### src/rtl/blink_mode_ctrl_pkg.sv
// Shared definitions for the blink-rate front end and the LED blinker:
// rate encodings, the default debounce length and the rate-step helper.
package blink_mode_ctrl_pkg;

    typedef enum logic [1:0] {
        MODE_1HZ  = 2'b00,
        MODE_5HZ  = 2'b01,
        MODE_10HZ = 2'b10,
        MODE_20HZ = 2'b11
    } rate_t;

    // 10 ms of stable level at 50 MHz
    localparam int C_DEBOUNCE_COUNT_DEFAULT = 500_000;

    // Next rate in the cycle 1 Hz -> 5 Hz -> 10 Hz -> 20 Hz -> 1 Hz
    function automatic rate_t next_rate(input rate_t cur);
        return rate_t'(cur + 2'd1);
    endfunction

endpackage

### src/rtl/blink_mode_ctrl_debounce.sv
// One push-button path: optional inversion, 2-flop synchroniser,
// counter-based debouncer and rising-edge press detector.
import blink_mode_ctrl_pkg::*;

module button_debounce #(
    parameter int c_debounce_count = C_DEBOUNCE_COUNT_DEFAULT,
    parameter bit c_btn_active_low = 1'b0
) (
    input  logic i_clk,
    input  logic i_rst,
    input  logic i_btn,
    output logic o_level,
    output logic o_press
);

    localparam logic [31:0] c_last = 32'(c_debounce_count - 1);

    logic        btn_p0;
    logic        sync_p1;
    logic        sync_p2;
    logic [31:0] cnt;
    logic        stable;
    logic        stable_d;

    // Inversion happens before the synchroniser so everything downstream
    // sees "1 = pressed".
    assign btn_p0 = c_btn_active_low ? ~i_btn : i_btn;

    // Two-flop synchroniser for the asynchronous button input
    always_ff @(posedge i_clk) begin
        if (i_rst) begin
            sync_p1 <= 1'b0;
            sync_p2 <= 1'b0;
        end else begin
            sync_p1 <= btn_p0;
            sync_p2 <= sync_p1;
        end
    end

    // Accept a new level only after it has differed from the stable level
    // for c_debounce_count consecutive cycles; any bounce restarts the count.
    always_ff @(posedge i_clk) begin
        if (i_rst) begin
            cnt    <= 32'd0;
            stable <= 1'b0;
        end else if (sync_p2 == stable) begin
            cnt <= 32'd0;
        end else if (cnt == c_last) begin
            stable <= sync_p2;
            cnt    <= 32'd0;
        end else begin
            cnt <= cnt + 32'd1;
        end
    end

    // Delayed copy of the stable level for edge detection
    always_ff @(posedge i_clk) begin
        if (i_rst) begin
            stable_d <= 1'b0;
        end else begin
            stable_d <= stable;
        end
    end

    assign o_level = stable;
    // Driven only from flops, so no combinational path from i_btn
    assign o_press = stable & ~stable_d;

endmodule

### src/rtl/blink_mode_ctrl.sv
// Blinker front end: turns two debounced buttons into the blinker's
// rate-select (cycling) and enable (toggling) inputs.
import blink_mode_ctrl_pkg::*;

module blink_mode_ctrl #(
    parameter int c_debounce_count = C_DEBOUNCE_COUNT_DEFAULT,
    parameter bit c_btn_active_low = 1'b0
) (
    input  logic i_clk,
    input  logic i_rst,
    input  logic i_btn_mode,
    input  logic i_btn_enable,
    output logic o_select0,
    output logic o_select1,
    output logic o_enable
);

    rate_t mode_q;
    logic  enable_q;
    logic  mode_press;
    logic  enable_press;
    logic  mode_level_unused;
    logic  enable_level_unused;

    button_debounce #(
        .c_debounce_count (c_debounce_count),
        .c_btn_active_low (c_btn_active_low)
    ) u_mode_btn (
        .i_clk   (i_clk),
        .i_rst   (i_rst),
        .i_btn   (i_btn_mode),
        .o_level (mode_level_unused),
        .o_press (mode_press)
    );

    button_debounce #(
        .c_debounce_count (c_debounce_count),
        .c_btn_active_low (c_btn_active_low)
    ) u_enable_btn (
        .i_clk   (i_clk),
        .i_rst   (i_rst),
        .i_btn   (i_btn_enable),
        .o_level (enable_level_unused),
        .o_press (enable_press)
    );

    // Rate register steps on each mode press and enable toggles on each
    // enable press; the two are independent and may update together.
    always_ff @(posedge i_clk) begin
        if (i_rst) begin
            mode_q   <= MODE_1HZ;
            enable_q <= 1'b1;
        end else begin
            if (mode_press) begin
                mode_q <= next_rate(mode_q);
            end
            if (enable_press) begin
                enable_q <= ~enable_q;
            end
        end
    end

    assign o_select0 = mode_q[0];
    assign o_select1 = mode_q[1];
    assign o_enable  = enable_q;

endmodule
### config.mk
export PLATFORM = sky130hd
export DESIGN_NAME = blink_mode_ctrl
export DESIGN_NICKNAME = d
export VERILOG_FILES = /design/src/rtl/blink_mode_ctrl_pkg.sv /design/src/rtl/blink_mode_ctrl_debounce.sv /design/src/rtl/blink_mode_ctrl.sv
export SDC_FILE = /design/constraint.sdc
export NUM_CORES = 1
export LEC_CHECK = 0
export BUFFER_PORTS_ARGS = -buffer_cell sky130_fd_sc_hd__buf_2
export CAP_MARGIN = 10
export CORE_ASPECT_RATIO = 0.5
export CORE_MARGIN = 10
export CORE_UTILIZATION = 30
export CTS_CLUSTER_DIAMETER = 50
export DETAILED_ROUTE_END_ITERATION = 10
export HOLD_SLACK_MARGIN = 0.03
export MAX_ROUTING_LAYER = met4
export PLACE_DENSITY = 0.53
export SKIP_LAST_GASP = 1
export SYNTH_ARGS = -nofsm -noshare
export SYNTH_HDL_FRONTEND = slang
export SYNTH_HIERARCHICAL = 1
export SYNTH_SLANG_ARGS = --single-unit
### constraint.sdc
create_clock -name i_clk -period 2.4 [get_ports i_clk]
set_clock_uncertainty 0.1 [all_clocks]
set_input_delay 0.48 -clock i_clk [delete_from_list [all_inputs] [get_ports i_clk]]
set_output_delay 0.48 -clock i_clk [all_outputs]
set_load 0.01 [all_outputs]
Word level (Yosys, flattened, before mapping):

Cells that the tools add are included.

* add/sub/neg operators: 3
* equal/unequal tests: 4
* bitwise logic cells: 7
* reductions and logical operators: 4

Operator list (count)
* $add 32x1->32 const B: 2
* $eq 32x19->1 const B: 2
* $reduce_or 3->1: 2
* $not 1->1: 5
* $reduce_and 2->1: 2
* $add 2x1->2 const B: 1
* $and 1x1->1: 2
* $eq 1x1->1: 2

* register bits after elaboration: 75
* bits of input ports: 4

Longest topological paths before layout:

* depth after elaboration: 3
* gate-level depth with buffers: 7
* depth with buffers taken out: 5

Hierarchy:

Netlist, hierarchy kept.

By module, submodules not included
* button_debounce at u_enable_btn: times used 1, cells an instance 199, area an instance 1729.2 µm², sequential area each 720.7 µm²
* button_debounce at u_mode_btn: times used 1, cells an instance 200, area an instance 1702.9 µm², sequential area each 720.7 µm²
* blink_mode_ctrl: times used 1, cells an instance 10, area an instance 113.9 µm², sequential area each 60.1 µm²

Worst setup path after synthesis:

OpenSTA, ideal clock, no wires.

* kind: register to register
* start: reg u_mode_btn.cnt[0]
* end: reg u_mode_btn.cnt[10]
* setup time: 0.128 ns
* data arrival time: 1.829 ns
* data required time: 2.172 ns
* slack: 0.343 ns
* cell stages (with the launch flop): 8
* path buffers: 2
* period minus slack after synthesis: 2.057 ns
* path through: dfxtp_1 > ha_1 > and4_1 > clkbuf_1 > nand2_1 > o31ai_1 > clkbuf_1 > nor2_1

* longest elaborated chain between the ends: 2

Ends and longest elaborated chain
* from (decl): RTL line blink_mode_ctrl_debounce.sv:21 `logic [31:0] cnt;`
* from (signal assigned): RTL line blink_mode_ctrl_debounce.sv:52 `cnt <= cnt + 32'd1;`
* branches (longest 2 deep; another with $add 32x1->32)

Several ways; the timed one is not identified.
A chain may end at the register's enable or synchronous reset.

Worst setup path in the final report:

* start: reg u_enable_btn.cnt[5]
* end: reg u_enable_btn.cnt[28]

* longest elaborated chain between the ends: 2

Ends and longest elaborated chain (RTL line)
* from (decl): blink_mode_ctrl_debounce.sv:21
* from (signal assigned): blink_mode_ctrl_debounce.sv:52
* branches (longest 2 deep; another with $add 32x1->32)

Several ways; the timed one is not identified.

==> metrics.csv <==
metric,value,unit
Post-Syn Instances,409,
initial antenna violation count,0,
Startpoint Class,flip-flop,
"commonest non-fill, non-tap cell in the layout",dfxtp_1,
Post-Syn Area per Cell,8.67,um2
RSZ-0062 raised after global routing,false,
worst path cell trace,nand4_1 > or4_1 > or4b_1 > a21oi_1,
Leakage Power,1.17,nW
core area,0.0112,mm2
sequential area share after synthesis,0.423,
Crit path largest cell delay,0.68,ns
# fillers,1157,
worst slew pin tran,0.374,ns
Die H,96.9,um
Unique masters post-synth,39,
Worst-Skew Late Latency,0.33,ns
worst vdd ir,0.280,mV
most frequent cells in the layout,"dfxtp_1, nor2_1, a21oi_1",
Clock Path Buffers,2,
Hold Fails Final Rpt,0,
Final min period,2.25,ns
max-slew violation count,0,
Final ANT Viol Nets,0,
synthesis warning total,6,
CP endpoint kind,flip-flop,
via count,3027,
number of hold-repair buffers added at the cts stage,0,
clock tree from TritonCTS,yes,
CTS Buf Count,9,
Post-CTS Resized,0,
Hold WS,0.268,ns
syn_nets,415,
grt total ovfl,0,
status,finished clean,
Total GRT Usage,0.0981,
post-CTS setup buffer count,0,
Root Driver,clkbuf_16,
Multi-input gate area,0.00196,mm2
ys flop type,dfxtp_1,
first-pass GRT wire length,13700,um
power density over cell area,638,mW/mm2
Required @ worst endpoint,2.57,ns
Tcrit/Tclk final,0.936,
final non-filler cell total,584,
share of cells above drive strength 1,0.122,
Starting DRT DRC Count,173,
"Slowest-stage cell, CP",or4_1,
Seq. cell area,0.00150,mm2
max cap viols,0,
DIE WIDTH,174,um
area delta synth->final,16.1,%
row cnt,27,
CP Max Fanout,10,
htree depth,3,
total power,2.63,mW
Rel. slew slack,0.750,
Hold Crit Class,in2reg,
PortBufs,6,
"CP delay by family, top",simple AND/OR/NAND/NOR gates,
Post-Synthesis Cell Area,0.00355,mm2
final WL,7730,um
n_diodes,0,
first-pass detailed-route iteration total,4,
number of synthesized register bits,75,
HPWL after DPL,5420,um
Cells after DPL,568,
CTS Sinks,75,
fmax,445,MHz
initial core utilization,0.315,
Nets,426,
Worst Path Arrival,2.41,ns
Post-synth EDFFs,0,
per-cell routed wire length,13.2,um
vias in the first global route,2846,
largest net degree at the start of global routing,20,
critical path class,reg2reg,
crit path buf inv count,0,
I/O pin count,7,
mean number of vias per cell,5.18,
fraction of registers with async set/reset,0,
Final TNS setup,0,ns
# DRC,0,
final setup fails,0,
Die Footprint,0.0168,mm2
gp weighted congestion,0.775,
clock slew at reported path FFs,0.06,ns
cell usage after synthesis, types with 3 or more instances:
master	number	area, um2
and3_1	4	25.0
a21oi_1	35	175
and4_1	7	61.3
o31ai_1	22	165
nor2b_1	8	50.1
and2_1	3	18.8
nand4_1	18	113
dfxtp_1	75	1500
nor2_1	35	131
nand4_2	3	37.5
or3_1	12	75.1
nor3_1	4	20.0
nor4_1	14	87.6
buf_2	5	25.0
o21ai_0	14	70.1
xnor2_1	14	123
clkbuf_1	11	41.3
xor2_1	14	123
nand2_1	24	90.1
nand3_1	25	125
inv_1	7	26.3
or4_1	26	195
power by group:
group / switching (mW) / total (mW) / internal, mW
clock: 0.520 / 1.35 / 0.832
sequential: 0.00202 / 1.25 / 1.25
combinational: 0.0151 / 0.0247 / 0.00957
cell type report:
cell class              instances  share of cell area
well taps                     159              0.0483
multi-input cells             308               0.476
flip-flops and latches         75               0.365
clock inverters                 6              0.0158
repair buffers                 19              0.0310
clock buffers                  10              0.0580
inverters                       7             0.00638
flip-flops by register name, indices dropped and copies added, names as in the netlist:
name / count
mode_q: 2
o_enable: 1
u_enable_btn/cnt: 32
u_enable_btn/o_level: 1
u_enable_btn/stable_d: 1
u_enable_btn/sync_p1: 1
u_enable_btn/sync_p2: 1
u_mode_btn/cnt: 32
u_mode_btn/o_level: 1
u_mode_btn/stable_d: 1
u_mode_btn/sync_p1: 1
u_mode_btn/sync_p2: 1
final timing paths:
| path | start | endpoint | slack (ns) | cells after the start |
|---|---|---|---|---|
| hold / removal | i_btn_enable | u_enable_btn/sync_p1$_SDFF_PP0_ | 0.27 | 2 |
| hold reg to reg | u_enable_btn/sync_p1$_SDFF_PP0_ | u_enable_btn/sync_p2$_SDFF_PP0_ | 0.34 | 1 |
| setup reg to reg | u_enable_btn/cnt[5]$_SDFF_PP0_ | u_enable_btn/cnt[28]$_SDFF_PP0_ | 0.15 | 4 |
| setup / recovery | u_enable_btn/cnt[5]$_SDFF_PP0_ | u_enable_btn/cnt[28]$_SDFF_PP0_ | 0.15 | 4 |
layer usage:
layer / vias up / track usage / wire length (um)
met5: - / - / 0
met4: 0 / 0.0330 / 63
met3: 7 / 0.0337 / 292
met2: 33 / 0.144 / 3400
met1: 1425 / 0.123 / 3980
li1: 1562 / - / -
stage by stage:
step / cell area [um2] / setup slack, ns / utilization
floorplan: 3550 / 0.343 / -
global placement: 3810 / 0.184 / 0.339
detailed placement: 3810 / 0.181 / 0.339
CTS: 4120 / 0.163 / 0.366
global route: 4120 / 0.00116 / 0.366
finish: 4120 / 0.153 / 0.366
logic make-up (layout without fill, tap and decap cells):
logic type	Yosys count	in the layout	synth area share
AOI/OAI and AO/OA	80	80	0.139
xor gates and xnor gates	28	28	0.0692
adders and majority gates	2	2	0.00706
buffers and inverters	26	42	0.0318
DFF	75	75	0.423
and+or+nand+nor	198	198	0.330
Note: power is estimated with default switching activity, not from simulation.
